$ cat src/rtl/ififo_loader_pkg.sv
// ififo_loader_pkg: FSM encoding and default geometry shared by the input-FIFO path and MAC array
package ififo_loader_pkg;
    localparam int def_col = 8;
    localparam int def_bw  = 16;
    localparam int def_aw  = 11;
    typedef logic [1:0] state_t;
    localparam logic [1:0] st_idle  = 2'd0;
    localparam logic [1:0] st_read  = 2'd1;
    localparam logic [1:0] st_drain = 2'd2;
    localparam logic [1:0] st_done  = 2'd3;
endpackage

$ cat src/rtl/ififo_loader_skew_lane.sv
// skew_lane: depth-stage delay line plus registered output stage, shifting only on advance
module skew_lane
    import ififo_loader_pkg::*;
#(
    parameter int depth = 0,
    parameter int bw    = def_bw
) (
    input  logic          i_clk,
    input  logic          i_reset,
    input  logic          i_adv,
    input  logic          i_valid,
    input  logic [bw-1:0] i_data,
    output logic          o_valid,
    output logic [bw-1:0] o_data
);
    logic [depth:0] r_v;
    logic [bw-1:0]  r_d [0:depth];
    // data only moves with a valid word so the output holds its last written value
    always_ff @(posedge i_clk) begin
        if (i_reset) begin
            r_v <= '0;
            for (int k = 0; k <= depth; k++) r_d[k] <= '0;
        end else if (i_adv) begin
            r_v[0] <= i_valid;
            if (i_valid) r_d[0] <= i_data;
            for (int k = 1; k <= depth; k++) begin
                r_v[k] <= r_v[k-1];
                if (r_v[k-1]) r_d[k] <= r_d[k-1];
            end
        end
    end
    assign o_valid = r_v[depth];
    assign o_data  = r_d[depth];
endmodule

$ cat src/rtl/ififo_loader.sv
// ififo_loader: streams a tile of SRAM rows into the skewed input-FIFO bank, stalling on FIFO backpressure
module ififo_loader
    import ififo_loader_pkg::*;
#(
    parameter int col = def_col,
    parameter int bw  = def_bw,
    parameter int aw  = def_aw
) (
    input  logic              i_clk,
    input  logic              i_reset,
    input  logic              i_start,
    input  logic [aw-1:0]     i_base_addr,
    input  logic [aw-1:0]     i_num_rows,
    output logic              o_busy,
    output logic              o_done,
    output logic              o_sram_cen,
    output logic [aw-1:0]     o_sram_addr,
    input  logic [col*bw-1:0] i_sram_q,
    input  logic              i_ififo_ready,
    output logic [col-1:0]    o_ififo_wr,
    output logic [col*bw-1:0] o_ififo_in
);
    state_t            r_state, w_state_nxt;
    logic [aw-1:0]     r_base, r_num, r_rd_cnt, r_wr_cnt;
    logic              r_rd_pend, r_skid_v;
    logic [col*bw-1:0] r_skid;
    logic              w_read, w_last_rd, w_last_wr, w_in_v;
    logic [col*bw-1:0] w_in_d;
    logic [col-1:0]    w_lane_v;

    assign w_read    = (r_state == st_read) && i_ififo_ready;
    assign w_last_rd = w_read && (r_rd_cnt + aw'(1) == r_num);
    assign w_last_wr = w_lane_v[col-1] && i_ififo_ready && (r_wr_cnt + aw'(1) == r_num);

    always_comb
        w_state_nxt = (r_state == st_idle)  ? (!i_start ? st_idle : (i_num_rows == '0) ? st_drain : st_read) :
                      (r_state == st_read)  ? (w_last_rd ? st_drain : st_read) :
                      (r_state == st_drain) ? ((r_num == '0 || w_last_wr) ? st_done : st_drain) :
                      st_idle;

    // a read issued just before a stall lands in the skid entry, and the skid drains before any new read returns
    always_ff @(posedge i_clk) begin
        if (i_reset) begin
            r_state   <= st_idle;
            r_base    <= '0;
            r_num     <= '0;
            r_rd_cnt  <= '0;
            r_wr_cnt  <= '0;
            r_rd_pend <= 1'b0;
            r_skid_v  <= 1'b0;
            r_skid    <= '0;
        end else begin
            r_state   <= w_state_nxt;
            r_rd_pend <= w_read;
            if (r_state == st_idle && i_start) begin
                r_base   <= i_base_addr;
                r_num    <= i_num_rows;
                r_rd_cnt <= '0;
                r_wr_cnt <= '0;
            end
            if (w_read) r_rd_cnt <= r_rd_cnt + aw'(1);
            if (w_lane_v[col-1] && i_ififo_ready) r_wr_cnt <= r_wr_cnt + aw'(1);
            if (i_ififo_ready) r_skid_v <= 1'b0;
            else if (r_rd_pend) begin
                r_skid_v <= 1'b1;
                r_skid   <= i_sram_q;
            end
        end
    end

    assign w_in_v = r_skid_v | r_rd_pend;
    assign w_in_d = r_skid_v ? r_skid : i_sram_q;

    for (genvar g = 0; g < col; g++) begin : g_lane
        skew_lane #(.depth(g), .bw(bw)) u_lane (
            .i_clk   (i_clk),
            .i_reset (i_reset),
            .i_adv   (i_ififo_ready),
            .i_valid (w_in_v),
            .i_data  (w_in_d[g*bw +: bw]),
            .o_valid (w_lane_v[g]),
            .o_data  (o_ififo_in[g*bw +: bw])
        );
    end

    assign o_ififo_wr  = w_lane_v & {col{i_ififo_ready}};
    assign o_busy      = (r_state == st_read) || (r_state == st_drain);
    assign o_done      = (r_state == st_done);
    assign o_sram_cen  = !w_read;
    assign o_sram_addr = r_base + r_rd_cnt;
endmodule

$ cat config.mk
export PLATFORM = sky130hd
export DESIGN_NAME = ififo_loader
export DESIGN_NICKNAME = d
export VERILOG_FILES = /design/src/rtl/ififo_loader_pkg.sv /design/src/rtl/ififo_loader_skew_lane.sv /design/src/rtl/ififo_loader.sv
export SDC_FILE = /design/constraint.sdc
export NUM_CORES = 1
export LEC_CHECK = 0
export BUFFER_PORTS_ARGS = -buffer_cell sky130_fd_sc_hd__buf_2
export CAP_MARGIN = 20
export CORE_UTILIZATION = 35
export DETAILED_ROUTE_END_ITERATION = 8
export SYNTH_ARGS = -nofsm -noshare
export SYNTH_HDL_FRONTEND = slang
export SYNTH_SLANG_ARGS = --single-unit
$ cat constraint.sdc
create_clock -name i_clk -period 3.6 [get_ports i_clk]
set_clock_uncertainty 0.05 [all_clocks]
set_input_delay 0.54 -clock i_clk [delete_from_list [all_inputs] [get_ports i_clk]]
set_output_delay 0.54 -clock i_clk [all_outputs]
set_load 0.02 [all_outputs]
**Yosys cells after proc, flatten, opt, wreduce, memory -nomap -nowiden**

Memories as Yosys holds them, arrays and structs flattened.
Cells that the tools add are included.

- Add/sub/neg operators: 3
- Reductions and logical operators: 16
- Equality and inequality tests: 5
- Muxes and demuxes: 166
- Bitwise gates (word level): 38

Operators with widths:

| kind | number |
|---|---|
| two-way mux 16 bit | 36 |
| two-way mux 128 bit | 1 |
| two-way mux 1 bit | 120 |
| OR 1 bit | 36 |
| two-way mux 11 bit | 3 |
| adder 11 x 1 -> 11 bit (second input constant) | 2 |
| equality test 11 bit | 2 |
| logical NOT 11 bit | 2 |
| OR reduction 16 bit | 1 |
| two-way mux 2 bit | 6 |
| adder 11 bit | 1 |
| bitwise AND 8 bit | 1 |
| logical AND 1 bit | 5 |
| equality test 2 bit (second input constant) | 2 |
| nonzero test 2 bit | 2 |
| equality test 2 x 1 -> 1 bit (second input constant) | 1 |
| logical NOT 2 bit | 1 |
| logical OR 1 bit | 2 |
| AND reduction 2 bit | 1 |
| OR reduction 2 bit | 1 |
| logical NOT 1 bit | 1 |
| NOT 1 bit | 1 |

- Memories kept: 8
- Input port bits: 154
- Register bits after elaboration: 212
- Bits in writable memories: 576
- Word-level logic and storage cells: 252

Memory list:

| memory | depth | bits a word | read ports | clocked after memory_dff | wr ports | line | RTL |
|---|---|---|---|---|---|---|---|
| g_lane[7].u_lane.r_d | 8 | 16 | 8 | 0 | 8 | ififo_loader_skew_lane.sv:17 | `logic [bw-1:0] r_d [0:depth];` |
| g_lane[6].u_lane.r_d | 7 | 16 | 7 | 0 | 7 | ififo_loader_skew_lane.sv:17 |  |
| g_lane[5].u_lane.r_d | 6 | 16 | 6 | 0 | 6 | ififo_loader_skew_lane.sv:17 |  |
| g_lane[4].u_lane.r_d | 5 | 16 | 5 | 0 | 5 | ififo_loader_skew_lane.sv:17 |  |
| g_lane[3].u_lane.r_d | 4 | 16 | 4 | 0 | 4 | ififo_loader_skew_lane.sv:17 |  |
| g_lane[2].u_lane.r_d | 3 | 16 | 3 | 0 | 3 | ififo_loader_skew_lane.sv:17 |  |
| +2 memories | -- | -- | -- | -- | -- | -- |  |

**Depth between registers and ports, before layout**

- Depth in word-level cells: 8
- Mapped depth: 9
- Mapped depth without buffers: 9

**Hierarchy**

From an unflattened synthesis, not the netlist that was laid out.

- Cell total of the unflattened synthesis: 2693
- Area total of the unflattened synthesis: 33533.4 um^2

By module, submodules not included:

| module | seq. area each (um^2) | cells each | instances | area an instance (um^2) |
|---|---|---|---|---|
| ififo_loader | 3523.4 | 1129 | 1 | 9007.4 |
| skew_lane (g_lane[7].u_lane) | 4003.8 | 323 | 1 | 5248.8 |
| skew_lane (g_lane[6].u_lane) | 3503.4 | 269 | 1 | 4518.1 |
| skew_lane (g_lane[4].u_lane) | 2502.4 | 314 | 1 | 3892.5 |
| skew_lane (g_lane[5].u_lane) | 3002.9 | 231 | 1 | 3890.0 |
| skew_lane (g_lane[3].u_lane) | 2001.9 | 154 | 1 | 2601.2 |
| skew_lane (g_lane[2].u_lane) | 1501.4 | 137 | 1 | 2088.3 |
| skew_lane (g_lane[1].u_lane) | 1001.0 | 98 | 1 | 1610.3 |
| skew_lane (g_lane[0].u_lane) | 500.5 | 38 | 1 | 676.9 |

**Worst setup path before layout**

Ideal clock, no wire load.

- Kind: input-to-reg
- Start point: input i_reset
- End point: memory g_lane[2].u_lane.r_d[0][32] (netlist name) (enable)
- Arrival: 3.285 ns
- Library setup time: 0.452 ns
- Stages: 4
- Required time: 3.098 ns
- Setup slack: -0.187 ns
- Path through: clkbuf_1 clkbuf_1 clkbuf_1 nand2b_1

RTL lines:

| element | line | RTL |
|---|---|---|
| start: declaration | ififo_loader.sv:10 | `input logic i_reset,` |
| end: declaration | ififo_loader_skew_lane.sv:17 |  |

**Worst setup path in the final report**

- Start point: register r_rd_cnt[0]
- End point: output o_sram_addr[10]

- Word-level cells in the longest chain between the ends: 1

Ends and longest elaborated chain:

| element | line | RTL |
|---|---|---|
| start: declaration | ififo_loader.sv:24 | `logic [aw-1:0] r_base, r_num, r_rd_cnt, r_wr_cnt;` |
| start signal: assignment | ififo_loader.sv:61 | `if (w_read) r_rd_cnt <= r_rd_cnt + aw'(1);` |
| adder 11 bit | ififo_loader.sv:90 | `assign o_sram_addr = r_base + r_rd_cnt;` |
| end: declaration | ififo_loader.sv:17 | `output logic [aw-1:0] o_sram_addr,` |

Every way passes these cells.

==> results_dict.tcl <==
set metrics [dict create \
    status "finished, final reports clean" \
    core-area_um2 87000 \
    seq_area_frac_synth 0.680 \
    vias 17400 \
    path_cells "ha_1, inv_1, fa_1, nor2b_1, o21ai_0, a21boi_1, o21a_1, o21ai_1, a211oi_2, buf_2" \
    synth_top_area_frac 0.561 \
    drive_above_1_share 0.177 \
    hold_start "i_sram_q[96]" \
    drt_iter0_drc 952 \
    die_area_um2 89300 \
    area_growth_pct 15.9 \
    power_leakage_nw 13.2 \
    fin_crit_ps 3430 \
    async_flop_share 0 \
    place_hpwl_mm 41.6 \
    grt_max_degree 121 \
    finish.utilization 0.411 \
    fillers 8240 \
    setup.worst_path.start_class "register" \
    wl_mm 61.8 \
    grt_pass1_wl_mm 95.6 \
    critPathMaxStageDelay_ps 390 \
    routabilityCongestion 0.787 \
    fmax_mhz 291 \
    antenna_found_initial 19 \
    slowest_stage "dfxtp_4" \
    synth.distinct_cells 58 \
    clk_path_buf_depth 3 \
    cp_data_arrival_time_ps 2840 \
    routedWlPerCell_um 15.8 \
    ys.flop_type "edfxtp_1" \
    die_x_um 299 \
    grt_overflow 0 \
    fin_nets 2864 \
    fin_crit_sh 0.954 \
    hold_depth 3 \
    worstRegToRegCells 6 \
    reg2reg_to "g_lane[4].u_lane.r_d[0][50]$_SDFFCE_PP0P_" \
    worst-path-max-fanout 7 \
    maxSlewHeadroom 0.422 \
    first_pass_iters 5 \
    drc 0 \
    crit_type "reg -> out" \
    mappedNetlistArea_um2 30800 \
    peakVddDrop_mv 0.342 \
    portBuffers 303 \
    cts_buffers 84 \
    p_per_area_nw_per_um2 534 \
    synth-edff-count 576 \
    cts_root_buf "clkbuf_16" \
    multiInputGateArea_um2 8610 \
    yosysTopAreaCell "edfxtp_1" \
    postSynthCellCount 2508 \
    synth_nets 2679 \
    place_area_um2 33000 \
    crit_path_end_kind "primary output" \
    grtUsageTotal 0.136 \
    cts_hold_buf 0 \
    r2r_slack_ps 700 \
    avgSynthCellArea_um2 12.3 \
    rows 108 \
    start_util 0.354 \
    holdPathEnd "r_skid[96]$_SDFFE_PP0P_" \
    ys.warnings.count 0 \
    fin_tns_setup_ps 0 \
    grt_pass1_vias 16600 \
    clock_latency_ps 630 \
    htree_levels 3 \
    worstPathRequired_ps 3010 \
    die_y_um 299 \
    cts_tree "yes" \
    io_pins 304 \
    register_area_um2 21000 \
    hold_viol 0 \
    ys_ff_latch 760 \
    avgViaCountPerCell 4.44 \
    finalSetupViolCount 0 \
    cts.clk_slew.worst_paths_ps 60 \
    worst_slew_pin_slew_ps 867 \
    slew_viol_final 0 \
    cts_sinks 760 \
    final_area_um2 35800 \
    ant_nets 0 \
    timing.rr.start "r_skid_v$_SDFFE_PP0P_" \
    hold_path_class "in -> reg" \
    maxCapViolations 0 \
    holdWs_ps 102 \
    synth_area_leaders "edfxtp_1 56%, dfxtp_1 12%, and2_1 8.2%" \
]
==> metal layers <==
metal  wire (µm)  vias up  track usage
li1            -     8870            -
met1       27400     8021        0.175
met2       28300      349        0.215
met3        3830      144       0.0411
met4        2110       30       0.0547
met5         199        -            0
==> placed cells by master, fill, tap and decap left out, types with 4 or more instances in the layout <==
cell type and n:
edfxtp_1 576, and2_1 405, nand2_1 336, buf_2 302
a21oi_1 184, dfxtp_1 181, nor2_1 174, mux2i_1 128
clkbuf_16 86, nor2b_1 50, buf_4 28, o21ai_0 25
xnor2_1 24, clkinv_1 22, inv_1 19, ha_1 16
nor3_1 15, clkbuf_1 15, nand3_1 12, clkinv_2 12
nand2b_1 11, clkbuf_8 10, xor2_1 9, or3_1 8
buf_12 8, nand4_1 7, nor4_1 7, diode_2 4
or4_1 4, a311oi_1 4, a22oi_1 4, bufinv_16 4
==> worst max path at each step <==
stage               cells past startpoint  slack, ps                                   endpoint                     start
finish                                 10        170                            o_sram_addr[10]  r_rd_cnt[0]$_SDFFE_PP0P_
detailed placement                      9        570  g_lane[4].u_lane.r_d[0][50]$_SDFFCE_PP0P_             i_ififo_ready
floorplan                               3         50  g_lane[1].u_lane.r_d[0][16]$_SDFFCE_PN0P_                   i_reset
global placement                       10        550                            o_sram_addr[10]  r_rd_cnt[0]$_SDFFE_PP0P_
CTS                                    10         50                            o_sram_addr[10]  r_rd_cnt[0]$_SDFFE_PP0P_
global route                           10         -8                            o_sram_addr[10]  r_rd_cnt[0]$_SDFFE_PP0P_
==> synth_stat cells (4+ instances only) <==
master    count
clkbuf_1    124
and2_1      405
a22oi_1       4
edfxtp_1    576
nand3_1      12
a211oi_1      4
dfxtp_1     184
nor2b_1      51
inv_1        19
xnor2_1      24
nor3_1       15
nand2_1     337
xor2_1        9
a311oi_1      4
or3_1         8
nand4_1       7
mux2i_1     128
buf_4        96
or4_1         4
nand2b_1     17
a21oi_1     184
ha_1         16
buf_1        17
o21ai_0      26
nor4_1        7
nor2_1      179
==> through the flow <==
step | power (mW) | std cells | setup WS (ps)
after floorplan | 10.6 | 2508 | 53.7
after global placement | 10.9 | 3761 | 546
after detailed placement | 11.0 | 3761 | 568
after CTS | 19.4 | 3917 | 52.4
after global routing | 19.8 | 3920 | -7.75
final | 19.1 | 3922 | 167
==> state kept, by name, indices dropped and copies added, names as in the netlist <==
| register | flops |
|---|---|
| r_state | 2 |
| r_wr_cnt | 11 |
| r_rd_pend | 1 |
| r_skid_v | 1 |
| r_num | 11 |
| g_lane.u_lane.r_v | 8 |
| g_lane.u_lane.r_d | 576 |
| r_skid | 128 |
| r_base | 11 |
| r_rd_cnt | 11 |
==> area by class of cell <==
type,instances,share of cell area
Inverter,21,0.00220
Sequential cell,760,0.587
Tap cell,1155,0.0404
Antenna cell,4,0.000280
Clock buffer,111,0.0656
Timing Repair Buffer,339,0.0530
Clock inverter,45,0.0107
Multi-Input combinational cell,1487,0.241
==> worst max-delay path, delay by kind of cell (launching register included) <==
family | cells | cell delay, ps
flops | 1 | 390
fa+ha+maj | 2 | 570
buf+inv | 2 | 250
simple gates | 1 | 120
compound gates | 5 | 890
==> where the power goes <==
group / internal [mW] / switching, mW / total [mW]
Clock: 4.89 / 3.46 / 8.35
Combinational: 0.300 / 0.605 / 0.906
Sequential: 9.72 / 0.118 / 9.84
Total: 14.9 / 4.18 / 19.1
==> cells by family (layout without fill, tap and decap cells) <==
| logic type | count (synthesis) | count (layout) | share of synthesized area |
|---|---|---|---|
| AO/OA/AOI/OAI | 250 | 250 | 0.0454 |
| flip-flops | 760 | 760 | 0.680 |
| other | 0 | 4 | 0 |
| adder cells (fa/ha/maj) | 17 | 17 | 0.00714 |
| buffers and inverters | 261 | 516 | 0.0436 |
| multiplexers | 128 | 128 | 0.0415 |
| AND/OR/NAND/NOR | 1059 | 1059 | 0.173 |
| XOR/XNOR | 33 | 33 | 0.00937 |
==> timing repair <==
item | CTS | global route
endpoints found under the setup margin | 2 | 2
gates resized for setup | 2 | 4
buffers inserted | 0 | 1
pin swaps | 0 | 3
Note: power is estimated with default switching activity, not from simulation.
